`src/rtl/forward_select_unit.sv`:
```
// EX-operand forwarding selects and load-use stall for the 5-stage core.
// FORWARD_SEL_FWD_EN enables bypass selects; undefined, dependents stall instead.
module forward_select_unit #(
    parameter int REG_ADDR_W = 5
) (
    input  logic                  clk,
    input  logic                  rstN,
    input  logic                  idValid,
    input  logic [REG_ADDR_W-1:0] idRs,
    input  logic [REG_ADDR_W-1:0] idRt,
    input  logic                  idUsesRs,
    input  logic                  idUsesRt,
    input  logic [REG_ADDR_W-1:0] idDst,
    input  logic                  idRegWrite,
    input  logic                  idMemRead,
    input  logic                  flush,
    input  logic                  freeze,
    output logic [1:0]            fwdA,
    output logic [1:0]            fwdB,
    output logic                  stall
);

    typedef struct packed {
        logic                  valid;
        logic                  regWrite;
        logic                  memRead;
        logic [REG_ADDR_W-1:0] dst;
    } slot_t;

    slot_t exSlot, memSlot, wbSlot;

    logic useA, useB;
    logic exA, exB, memA, memB;
    logic bubble;

    function automatic logic hit(input slot_t s, input logic [REG_ADDR_W-1:0] r);
        return s.valid && s.regWrite && (s.dst != '0) && (s.dst == r);
    endfunction

    assign useA = idValid & idUsesRs;
    assign useB = idValid & idUsesRt;
    assign exA  = useA & hit(exSlot, idRs);
    assign exB  = useB & hit(exSlot, idRt);
    assign memA = useA & hit(memSlot, idRs);
    assign memB = useB & hit(memSlot, idRt);

`ifdef FORWARD_SEL_FWD_EN
    assign stall = exSlot.memRead & (exA | exB);
`else
    assign stall = exA | exB | memA | memB;
`endif

    assign bubble = stall | flush | ~idValid;

    always_ff @(posedge clk or negedge rstN) begin
        if (!rstN) begin
            exSlot  <= '0;
            memSlot <= '0;
            wbSlot  <= '0;
        end else if (!freeze) begin
            wbSlot  <= memSlot;
            memSlot <= exSlot;
            exSlot  <= bubble ? '0 : {1'b1, idRegWrite, idMemRead, idDst};
        end
    end

    // WB producers are covered by regfile write-through; kept for shape only
    logic unusedWb;
    assign unusedWb = ^wbSlot;

`ifdef FORWARD_SEL_FWD_EN
    logic [1:0] fwdANext, fwdBNext;

    always_comb begin
        fwdANext = 2'b00;
        fwdBNext = 2'b00;
        priority case (1'b1)
            bubble:  fwdANext = 2'b00;
            exA:     fwdANext = 2'b01;
            memA:    fwdANext = 2'b10;
            default: fwdANext = 2'b00;
        endcase
        priority case (1'b1)
            bubble:  fwdBNext = 2'b00;
            exB:     fwdBNext = 2'b01;
            memB:    fwdBNext = 2'b10;
            default: fwdBNext = 2'b00;
        endcase
    end

    always_ff @(posedge clk or negedge rstN) begin
        if (!rstN) begin
            fwdA <= 2'b00;
            fwdB <= 2'b00;
        end else if (!freeze) begin
            fwdA <= fwdANext;
            fwdB <= fwdBNext;
        end
    end
`else
    assign fwdA = 2'b00;
    assign fwdB = 2'b00;
`endif

endmodule

```
`config.mk`:
```
export PLATFORM = sky130hd
export DESIGN_NAME = forward_select_unit
export DESIGN_NICKNAME = d
export VERILOG_FILES = /design/src/rtl/forward_select_unit.sv
export SDC_FILE = /design/constraint.sdc
export NUM_CORES = 1
export LEC_CHECK = 0
export BUFFER_PORTS_ARGS = -buffer_cell sky130_fd_sc_hd__buf_4
export CAP_MARGIN = 15
export CORE_MARGIN = 4
export CORE_UTILIZATION = 44
export CTS_BUF_LIST = sky130_fd_sc_hd__clkbuf_8 sky130_fd_sc_hd__clkbuf_16
export DETAILED_ROUTE_END_ITERATION = 6
export PLACE_DENSITY_LB_ADDON = 0.2
export SETUP_SLACK_MARGIN = 0.2
export SYNTH_ARGS = -nofsm -noshare
export SYNTH_HDL_FRONTEND = slang
export SYNTH_SLANG_ARGS = --single-unit
```
`constraint.sdc`:
```
create_clock -name clk -period 1.7 [get_ports clk]
set_input_delay 0.255 -clock clk [delete_from_list [all_inputs] [get_ports clk]]
set_output_delay 0.255 -clock clk [all_outputs]
set_load 0.1 [all_outputs]
```
# == Word-level counts from Yosys, hierarchy flattened ==
# Index checks and enable logic that the tools add are counted.
# word_totals
word_cells,33
output_inout_bits,5
in_bits,24
reg_bits,14
# op_classes
eq_ne,4
n_reduce_logical,10
n_bitwise,12
mux,1
# ops
cell,n
equality test 5 bit,4
nonzero test 5 bit,2
logical AND 1 bit,8
two-way mux 8 bit,1
bitwise AND 1 bit,6
OR 1 bit,5
NOT 1 bit,1

# == Longest topological paths before layout ==
# Gate-level depths: netlist of the first run.
# depth
word_depth,10
ltp_mapped,6
depth_no_buf,5

# == Least setup slack after synthesis of the first run ==
# Ideal clock, no wire load.
# synth_timing
path_kind,flip-flop to flip-flop
from,register exSlot[0] in the netlist's numbering
to,register exSlot[0] in the netlist's numbering
path_stages_with_launch,6
setup_ns,0.093
period_less_slack_ns,1.785
path_buffers,1
required_time_ns,1.607
setup_slack_ns,-0.085
t_arrival_ns,1.692
path_cell_list,dfrtp_1 -> or3_1 -> o311a_1 -> a22o_1 -> buf_6 -> o31ai_2
# synth_between
elab_chain_len,10
elab_cells_between_ends,14
cone_classes,eq/ne: 2; mux: 1; bitwise: 7; reduce/logical: 4
# synth_rtl
item,line,rtl
start: declaration,30,"slot_t exSlot, memSlot, wbSlot;"
start signal: assignment,63,"exSlot <= bubble ? '0 : {1'b1, idRegWrite, idMemRead, idDst};"
nonzero test 5 bit,37,return s.valid && s.regWrite && (s.dst != '0) && (s.dst == r);
logical AND 1 bit (2 in a row),37,
"bitwise AND 1 bit, on equally long branches","42, 43",
OR 1 bit * (3 in a row),50,assign stall = exA | exB | memA | memB;
via stall,20,output logic stall
OR 1 bit * (2 in a row),53,assign bubble = stall | flush | ~idValid;
two-way mux 8 bit *,63,
# Mark *: on every way through the listed nets, which the timed path passes. The rest lies on a longest branch.
# A chain may end at the register's enable or synchronous reset.

# == Worst setup path after layout of the first run ==
# layout_timing
from,register exSlot[0] in the netlist's numbering
to,output port stall
# layout_between
elab_chain_len,7
elab_cells_between_ends,11
cone_classes,eq/ne: 2; bitwise: 5; reduce/logical: 4
# layout_rtl
item,line
nonzero test 5 bit,37
logical AND 1 bit (2 in a row),37
"bitwise AND 1 bit, on equally long branches","42, 43"
OR 1 bit * (3 in a row),50
end: declaration,20
# Every way passes the cells marked *; elsewhere a longest branch is shown, timed or not.

==> results.md, run 1 <==
- XOR/XNOR share of the synthesized area: 19.4%
- Ant. Diodes: 0
- Final Cell Area: 1290 um^2
- GP Congestion: 0.715
- Startpoint types: register
- Max incr delay on CP: 0.37 ns
- Full die area: 2840 um^2
- Crit path max fanout: 2
- Via count: 721
- Max-slew headroom: 58.4%
- Compound-Gate Fraction of Synth Area: 14.4%
- Multi-input logic area: 559 um^2
- LEAKAGE: 0.584 nW
- Overall Global Routing Usage: 16.4%
- Core area: 1960 um^2
- Die span in y: 53.3 um
- Drt wl/cell: 13.6 um
- Critical path cell sequence: or3_1 > o311a_1 > a22o_4 > buf_12
- Seq cells post-synth: 14
- Status: complete, but fails checks
- Post-synthesis adder-cell area fraction: 0%
- DP Area: 1130 um^2
- Total Power: 0.884 mW
- Final Hold Viols: 0
- Reg area: 350 um^2
- TritonCTS clock tree: done
- Number of global-route vias before repair: 720
- Synth Instances: 86
- NumNets Final: 144
- Final setup violation count: 8
- Initial Utilization: 45.9%
- Final period util: 117%
- CP top delay family: compound AO/OA/AOI/OAI gates
- Total Wirelength: 1.97 mm
- Multiplexer area fraction after synthesis: 8.75%
- First-pass GRT wire length: 3.18 mm
- Top-area cell type share of the netlist area: 38.9%
- DRT iter0 DRCs: 7
- P&R area growth vs syn: 42.8%
- Total grt overflow: 0
- Final Skew: 0.00410 ns
- Min Hold Slack: 0.300 ns
- Unrepaired setup endpoints after global routing: yes
- # IOs: 29
- Die Width: 53.3 um
- Worst Path Arrival: 1.74 ns
- Ys Warns: 0
- H-tree depth: 1
- Critical path type: register to output port
- CTS buffer count: 3
- # fillers: 169
- Failing checks: negative setup slack
- Area contributors post-synth: dfrtp_1 39%, xnor2_1 19%, mux2_2 8.8%
- Share of cells above drive strength 1: 44.1%
- Largest net degree at the start of global routing: 16
- Worst Tran Pin Value: 0.622 ns
- Hold Path Stages: 3
- IO buf count: 23
- Post-Syn Area: 901 um^2
- Cell Rows: 16
- Crit-path slowest cell: or3_1
- Top cell type by total area after synthesis: dfrtp_1
- Cell variety after synth: 19
- Worst-skew pair later-pin latency: 0.25 ns
- Final max-slew violation count: 0
- Highest clock rate: 502 MHz
- Drt drc: 0
- Worst Path Buf+Inv: 1
- Root Driver: clkbuf_8
- CTS Buffer Depth: 2
- Share of synthesized registers carrying an async set or reset: 100%
- Sink Count: 14
- DRT Pass-1 Iters: 4
- Vias per inst: 4.97
- Clk slew on worst S/H paths: 0.05 ns
- Post-synthesis area per instance: 10.5 um^2
- Maximum vdd drop: 0.601 mV
- Synth Flop Type: dfrtp_1
- Post-synth EDFFs: 0
- Hold Crit Class: input pin to register
- Worst r2r path cells: 6
- Worst Slack Setup Final: -0.291 ns
- # Max-Cap Violations: 0
- CP Depth: 4
- Initial antenna violation count: 0
- Largest family of logic cells by synthesized area: XOR/XNOR gates
- Cell area power density: 687 nW/um^2
- Critical Path RT: 1.44 ns
- Simple-Gate Fraction of Synth Area: 10.1%
- Pre-CTS WS: -0.0602 ns
- Antenna-violating nets left: 0
- Seq/Total Area, Yosys: 38.9%
- Critical path capture point type: output port
- DP Wirelength: 1.56 mm
- Final worst path period need: 1.99 ns
-- final timing paths --
path | startpoint | endpoint | slack, ns
max | exSlot[0] | stall | -0.29
min | idRegWrite | exSlot[6] | 0.30
max reg2reg | exSlot[0] | exSlot[2] | -0.18
min reg2reg | memSlot[7] | memSlot[7] | 0.52
max in group asynchronous | rstN | memSlot[2] | 1.14
min in group asynchronous | rstN | memSlot[6] | 0.39
-- worst min-delay path, stage by stage --
cell and delay [ns]:
buf_4 0.10, inv_1 0.08, o31ai_4 0.07
-- power by group --
| group | total (mW) | internal, mW | switching (mW) | leakage (nW) |
|---|---|---|---|---|
| clock network | 0.267 | 0.157 | 0.111 | 0.0216 |
| registers | 0.378 | 0.357 | 0.0210 | 0.188 |
| logic | 0.238 | 0.116 | 0.122 | 0.375 |
-- per-stage QoR --
stage / util, % / TNS [ns] / cells
2_1_floorplan: - / -0.359 / 89
3_3_place_gp: 57.6 / -0.195 / 140
3_5_place_dp: 57.6 / -0.256 / 140
4_1_cts: 60.8 / -0.878 / 144
5_1_grt: 65.6 / -1.80 / 145
6_report: 65.6 / -1.40 / 145
-- state kept, by name (all words and copies together) (netlist names) --
register / cells
exSlot: 7
memSlot: 7
-- per-layer routing --
metal | GRT usage (%) | share of wire (%) | wire length [um] | vias to the layer above
met5 | 0 | 0 | 0 | -
met4 | 10.2 | 2.6 | 52 | 0
met3 | 3.66 | 7.1 | 140 | 5
met2 | 26.7 | 51 | 998 | 25
met1 | 19.1 | 39 | 775 | 338
li1 | - | - | - | 353
-- timing repair --
item,in CTS,in global routing
hold buffers,1,0
endpoints found under the hold margin,14,0
endpoints found under the setup margin,8,8
pin swaps,0,3
setup buffers,0,1
gates resized for setup,3,14
-- kinds of logic after synthesis --
| logic type | Yosys count |
|---|---|
| XOR/XNOR | 20 |
| flip-flops | 14 |
| AO/OA/AOI/OAI | 12 |
| buffers and inverters | 13 |
| other | 1 |
| AND/OR/NAND/NOR | 19 |
| multiplexers | 7 |
-- synth_stat cells, drive strengths merged, types with 2 or more instances --
library cell  count
clkbuf            2
nand4             4
xnor2            20
dfrtp            14
nand2             8
buf               5
o311a             2
o22ai             2
mux2              7
inv               6
or3               2
nand3             4
o31ai             6
-- placed cells by master, fill, tap and decap left out --
| cell type | Yosys | final |
|---|---|---|
| o21ai_2 | 0 | 1 |
| nand4_1 | 4 | 4 |
| nand3_1 | 4 | 4 |
| nand2_1 | 8 | 8 |
| o311a_1 | 2 | 2 |
| xnor2_1 | 20 | 20 |
| dlygate4sd3_1 | 0 | 1 |
| o22ai_2 | 0 | 2 |
| conb_1 | 1 | 4 |
| a22o_4 | 0 | 1 |
| inv_1 | 6 | 6 |
| nor2_1 | 1 | 1 |
| mux2_2 | 7 | 7 |
| buf_4 | 4 | 29 |
| buf_12 | 0 | 2 |
| clkbuf_8 | 0 | 3 |
| buf_6 | 1 | 1 |
| o31ai_4 | 1 | 6 |
| or3_1 | 2 | 2 |
| dfrtp_1 | 14 | 14 |
-- cell type report --
cell class | count | share of cell area, %
clock buffers | 3 | 3.21
inverters | 6 | 1.75
multi-input cells | 62 | 43.5
flip-flops and latches | 14 | 27.2
well taps | 27 | 2.63
repair buffers | 33 | 21.7
Power figures use the tool's default switching activity.
==> run 2: changes to the inputs <==
- CELL_PAD_IN_SITES_DETAIL_PLACEMENT: unset -> 0
- CELL_PAD_IN_SITES_GLOBAL_PLACEMENT: unset -> 1
- CORE_UTILIZATION: 44 -> 33
==> run 2 against run 1 <==
  * The run still ends with negative setup slack left
  * Flip-flop and latch count unchanged
  * Sequential share of layout area increased by 1.2 points
  * Critical path type unchanged
  * First-iteration DRC count rose to 2.9 times the previous value
==> results.md, run 2 (synthesis results as in run 1) <==
- TritonCTS clock tree: done
- Drt drc: 0 (unchanged)
- Critical path cell sequence: or3_1 > o311a_1 > a22o_1 > buf_12
- Sink Count: 14 (unchanged)
- Unrepaired setup endpoints after global routing: yes
- P_sw: 0.253 mW (-0.45%)
- Via count: 723 (+0.28%)
- Sequential power share: 40.7% (-2.1 points)
- Total grt overflow: 0 (unchanged)
- IO buf count: 23 (unchanged)
- Maximum vdd drop: 0.473 mV (-21%)
- Critical path type: register to output port
- Ant. Diodes: 0 (unchanged)
- Worst r2r path cells: 5 (-1)
- Share of cells above drive strength 1: 42.9% (-1.2 points)
- Pre-CTS WS: -0.0935 ns (-0.0332 ns)
- CP top delay family: compound AO/OA/AOI/OAI gates
- Final max-slew violation count: 0 (unchanged)
- Worst Setup SP: exSlot[2]
- HP Start: idDst[3]
- Clk slew on worst S/H paths: 0.06 ns (about the same)
- NumNets Final: 144 (unchanged)
- Core area: 2540 um^2 (+30%)
- Vias per inst: 4.85 (-2.4%)
- Highest clock rate: 496 MHz (-1.2%)
- Min Hold Slack: 0.271 ns (-0.0288 ns)
- Post-CTS Setup Bufs: 0 (unchanged)
- # Max-Cap Violations: 0 (unchanged)
- Biggest regs: exSlot x7, memSlot x7
- CTS buffer count: 3 (unchanged)
- RR Startpoint: exSlot[2]
- First-pass GRT wire length: 3.39 mm (+6.7%)
- Comb power frac: 24.7% (-2.3 points)
- Clock share of power: 34.5% (+4.2 points)
- Total Wirelength: 2.00 mm (+1.7%)
- Critical Path RT: 1.44 ns (about the same)
- DRT Pass-1 Iters: 4 (unchanged)
- H-tree depth: 1 (unchanged)
- Hold Crit Class: input pin to register
- Int Power: 0.676 mW (+7.3%)
- Final Skew: 0.000822 ns (-0.00328 ns)
- Final worst path period need: 2.02 ns (+0.0251 ns)
- Critical path capture point type: output port
- Crit path max fanout: 2 (unchanged)
- Initial Utilization: 35.4% (-11 points)
- Sw Ratio: 27.2% (-1.5 points)
- Worst Path Arrival: 1.76 ns (+0.02 ns)
- Hold Path Stages: 3 (unchanged)
- Number of global-route vias before repair: 737 (+2.4%)
- Status: complete, but fails checks
- Drt wl/cell: 13.4 um (-1.1%)
- DRT iter0 DRCs: 20 (+13)
- CTS Buffer Depth: 2 (unchanged)
- Initial antenna violation count: 0 (unchanged)
- Setup tns final: -1.05 ns (+0.349 ns)
- Antenna-violating nets left: 0 (unchanged)
- Full die area: 3630 um^2 (+28%)
- Highest-count cells in the layout ignoring fill and taps: 31 x buf_4, 19 x xnor2_1, 14 x dfrtp_1, 8 x nand2_1, 7 x mux2_2
- Worst Slack Setup Final: -0.316 ns (-0.0251 ns)
- Final Hold Viols: 0 (unchanged)
- Crit-path slowest cell: dfrtp_1
- Die span in y: 60.3 um (+13%)
- WHS Endpoint: exSlot[3]
- Commonest non-fill, non-tap cell in the layout: buf_4
- R2R Setup Slk: -0.13 ns (+0.05 ns)
- Root Driver: clkbuf_8
- Failing checks: negative setup slack
- Worst-skew pair later-pin latency: 0.24 ns (about the same)
- GP Congestion: 0.806 (+13%)
- Overall Global Routing Usage: 12.5% (-3.8 points)
- # IOs: 29 (unchanged)
- LEAKAGE: 0.577 nW (-1.1%)
- Final period util: 119% (+1.5 points)
- Worst Path Buf+Inv: 1 (unchanged)
- Final setup violation count: 8 (unchanged)
- Die Width: 60.3 um (+13%)
- Largest net degree at the start of global routing: 16 (unchanged)
- Cell Rows: 18 (+2)
- Cell area power density: 753 nW/um^2 (+9.6%)
- Startpoint types: register
- FF-to-FF End: exSlot[0]
- Max incr delay on CP: 0.39 ns (+0.02 ns)
- DP Wirelength: 1.60 mm (+2.8%)
- P&R area growth vs syn: 36.8%
==> run 2: power groups by stage <==
stage | Sequential (mW) | Clock [mW] | Combinational [mW]
2_1_floorplan | 0.383 | 0 | 0.141
3_3_place_gp | 0.384 | 0 | 0.222
3_5_place_dp | 0.385 | 0 | 0.226
4_1_cts | 0.379 | 0.330 | 0.228
5_1_grt | 0.382 | 0.342 | 0.250
6_report | 0.378 | 0.320 | 0.230
==> run 2: per-stage QoR <==
stage               power (mW)  cells  cell area (um^2)  utilization [%]
global placement         0.607    144              1140             44.8
CTS                      0.938    149              1220             47.9
global route             0.974    149              1230             48.4
detailed placement       0.611    144              1140             44.8
finish                   0.928    149              1230             48.4
floorplan                0.525     89               921                -
==> run 2: final cells by class <==
| class | count | area (um^2) |
|---|---|---|
| clock buffers | 4 | 55.1 |
| fillers | 253 | 1310 |
| inverters | 6 | 22.5 |
| multi-input cells | 62 | 504 |
| flip-flops and latches | 14 | 350 |
| well taps | 30 | 37.5 |
| repair buffers | 33 | 263 |
==> run 2: worst reg2reg max path, delay by kind of cell, from the launching register on <==
family / cells / cell delay (ns)
compound gates: 3 / 0.79
flops: 1 / 0.39
simple gates: 1 / 0.37
buf+inv: 1 / 0.19
==> run 2: worst max-delay path by stage <==
stage,slack [ns],endpoint,depth (start not counted)
2_1_floorplan,-0.06,exSlot[0],5
3_5_place_dp,-0.09,stall,6
6_report,-0.32,stall,4
5_1_grt,-0.37,stall,4
4_1_cts,-0.31,stall,4
3_3_place_gp,-0.06,stall,4
==> run 2: metal layers <==
metal | routed length, um | GRT usage [%] | vias to the layer above
li1 | - | - | 355
met1 | 911 | 16.8 | 341
met2 | 928 | 19.6 | 23
met3 | 136 | 2.38 | 4
met4 | 24 | 5.06 | 0
met5 | 0 | 0 | -
==> run 2: what timing repair did <==
item,4_1_cts,5_1_grt
hold endpoints to repair,14,0
setup endpoints to repair,8,8
hold buffers,1,0
pin swaps,1,3
gates resized for setup,3,3
==> run 3: changes to the inputs <==
- CELL_PAD_IN_SITES_DETAIL_PLACEMENT: 0 -> 1
==> run 3 against run 2 <==
  * The run still ends with negative setup slack left
  * Design area unchanged
  * Non-clock buffer count increased by 1
  * Sequential share of layout area stayed put
  * Sequential power barely moved
  * Fmax decreased by 0.59%
  * Flip-flop and latch count is the same
  * Via count decreased by 1.1%
  * Clock-buffer cell count stayed put
  * Global-route usage rose by 1.2 points
  * Cell count up 0.67%
  * Clock power about the same
  * Critical path type unchanged
  * Critical endpoint unchanged
  * Highest routed layer unchanged
==> results.md, run 3 (synthesis results as in run 1) <==
- Final setup violation count: 8 (unchanged)
- Antenna-violating nets left: 0 (unchanged)
- # Max-Cap Violations: 0 (unchanged)
- P&R area growth vs syn: 36.8% (unchanged)
- Startpoint types: register
- Worst Path Arrival: 1.77 ns (about the same)
- WHS Endpoint: exSlot[4]
- # IOs: 29 (unchanged)
- Maximum vdd drop: 0.521 mV (+10%)
- Critical path type: register to output port
- Unrepaired setup endpoints after global routing: yes
- R2R Setup Slk: -0.15 ns (-0.02 ns)
- Final period util: 119% (+0.70 points)
- Share of cells above drive strength 1: 42.5% (-0.36 points)
- Root Driver: clkbuf_8
- Ant. Diodes: 0 (unchanged)
- Critical Path RT: 1.44 ns (about the same)
- Core area: 2540 um^2 (unchanged)
- FF-to-FF End: exSlot[0]
- Cell area power density: 756 nW/um^2 (+0.32%)
- Sink Count: 14 (unchanged)
- Final Skew: 0.00145 ns (+0.000630 ns)
- Hold Crit Class: input pin to register
- DP Wirelength: 1.76 mm (+10%)
- Initial Utilization: 35.4% (unchanged)
- Final max-slew violation count: 0 (unchanged)
- IO buf count: 23 (unchanged)
- Worst-skew pair later-pin latency: 0.24 ns (about the same)
- Overall Global Routing Usage: 13.7% (+1.2 points)
- CTS buffer count: 3 (unchanged)
- GP Congestion: 0.806 (unchanged)
- Critical path capture point type: output port
- Full die area: 3630 um^2 (unchanged)
- LEAKAGE: 0.577 nW (about the same)
- Total Wirelength: 2.20 mm (+10%)
- Commonest non-fill, non-tap cell in the layout: buf_4
- Worst Slack Setup Final: -0.328 ns (-0.0119 ns)
- Drt wl/cell: 14.7 um (+9.5%)
- Highest-count cells in the layout ignoring fill and taps: 32 x buf_4, 20 x xnor2_1, 14 x dfrtp_1, 8 x nand2_1, 7 x mux2_2
- DRT Pass-1 Iters: 4 (unchanged)
- Total grt overflow: 0 (unchanged)
- TritonCTS clock tree: done
- DRT iter0 DRCs: 31 (+55%)
- Via count: 715 (-1.1%)
- RR Startpoint: exSlot[0]
- First-pass GRT wire length: 3.58 mm (+5.5%)
- HP Start: idDst[4]
- Number of global-route vias before repair: 775 (+5.2%)
- Highest clock rate: 493 MHz (-0.59%)
- Drt drc: 0 (unchanged)
- Cell Rows: 18 (unchanged)
- Final Cell Area: 1230 um^2 (unchanged)
- Status: complete, but fails checks
- Clk slew on worst S/H paths: 0.06 ns (about the same)
- Final Hold Viols: 0 (unchanged)
- Crit path max fanout: 3 (+1)
- H-tree depth: 1 (unchanged)
- Largest net degree at the start of global routing: 16 (unchanged)
- Final worst path period need: 2.03 ns (+0.0119 ns)
- Failing checks: negative setup slack
- Setup tns final: -1.20 ns (-0.143 ns)
- Initial antenna violation count: 0 (unchanged)
- CTS Buffer Depth: 2 (unchanged)
- Biggest regs: exSlot x7, memSlot x7
- NumNets Final: 145 (+0.69%)
- Hold Path Stages: 3 (unchanged)
- Die span in y: 60.3 um (unchanged)
- Die Width: 60.3 um (unchanged)
- Vias per inst: 4.77 (-1.8%)
- DP Area: 1140 um^2 (unchanged)
- Worst r2r path cells: 5 (unchanged)
-- run 3: cell types whose count changed in the layout (fill, tap and decap cells not counted), sizes merged --
cell and change:
buf +1
-- run 3: power breakdown --
part           internal, mW  switching, mW  total [mW]
Sequential            0.357         0.0229       0.380
Clock                 0.205          0.116       0.321
Combinational         0.114          0.117       0.231
Total                 0.676          0.255       0.931
-- run 3: worst max path at each step --
| stage | startpoint | to | slack, ns | depth (start not counted) |
|---|---|---|---|---|
| after global placement | exSlot[0] | stall | -0.06 | 4 |
| after floorplan | exSlot[0] | exSlot[0] | -0.06 | 5 |
| after global routing | exSlot[0] | stall | -0.39 | 4 |
| after detailed placement | exSlot[2] | stall | -0.1 | 6 |
| after CTS | exSlot[0] | stall | -0.32 | 4 |
| final | exSlot[0] | stall | -0.33 | 4 |
-- run 3: critical path, stage by stage (launching register included) --
cell and delay (ns):
dfrtp_1 0.40, or3_1 0.36, o311a_1 0.30, a22o_1 0.29
buf_12 0.18
-- run 3: final cells by class --
class,count,area [um^2]
sequential,14,350
timing repair buffer,34,270
inverter,6,22.5
fill,286,1310
multi-input combinational,62,497
clock buffer,4,55.1
tap,30,37.5
-- run 3: what timing repair did --
action	4_1_cts	5_1_grt
endpoints found under the setup margin	8	8
hold endpoints to repair	14	0
pin swaps	0	3
hold buffers	1	0
gates resized for setup	3	1
setup buffers	0	1
-- run 3: metrics by stage --
stage               instances  setup slack (ns)  hold slack (ns)  total power, mW  utilization, %
finish                    150            -0.328            0.271            0.931            48.4
global route              150            -0.386            0.258            0.986            48.4
CTS                       149            -0.320            0.269            0.942            47.9
detailed placement        144           -0.0965            0.118            0.613            44.8
global placement          144           -0.0645            0.113            0.607            44.8
floorplan                  89           -0.0572          -0.0406            0.525               -
-- run 3: metal layers --
layer	part of all wire (%)	global-route usage, %	vias up	wire [um]
met3	6.8	2.81	4	149
li1	-	-	355	-
met4	1.5	5.70	0	34
met5	0	0	-	0
met1	45	18.2	333	984
met2	47	21.5	23	1040
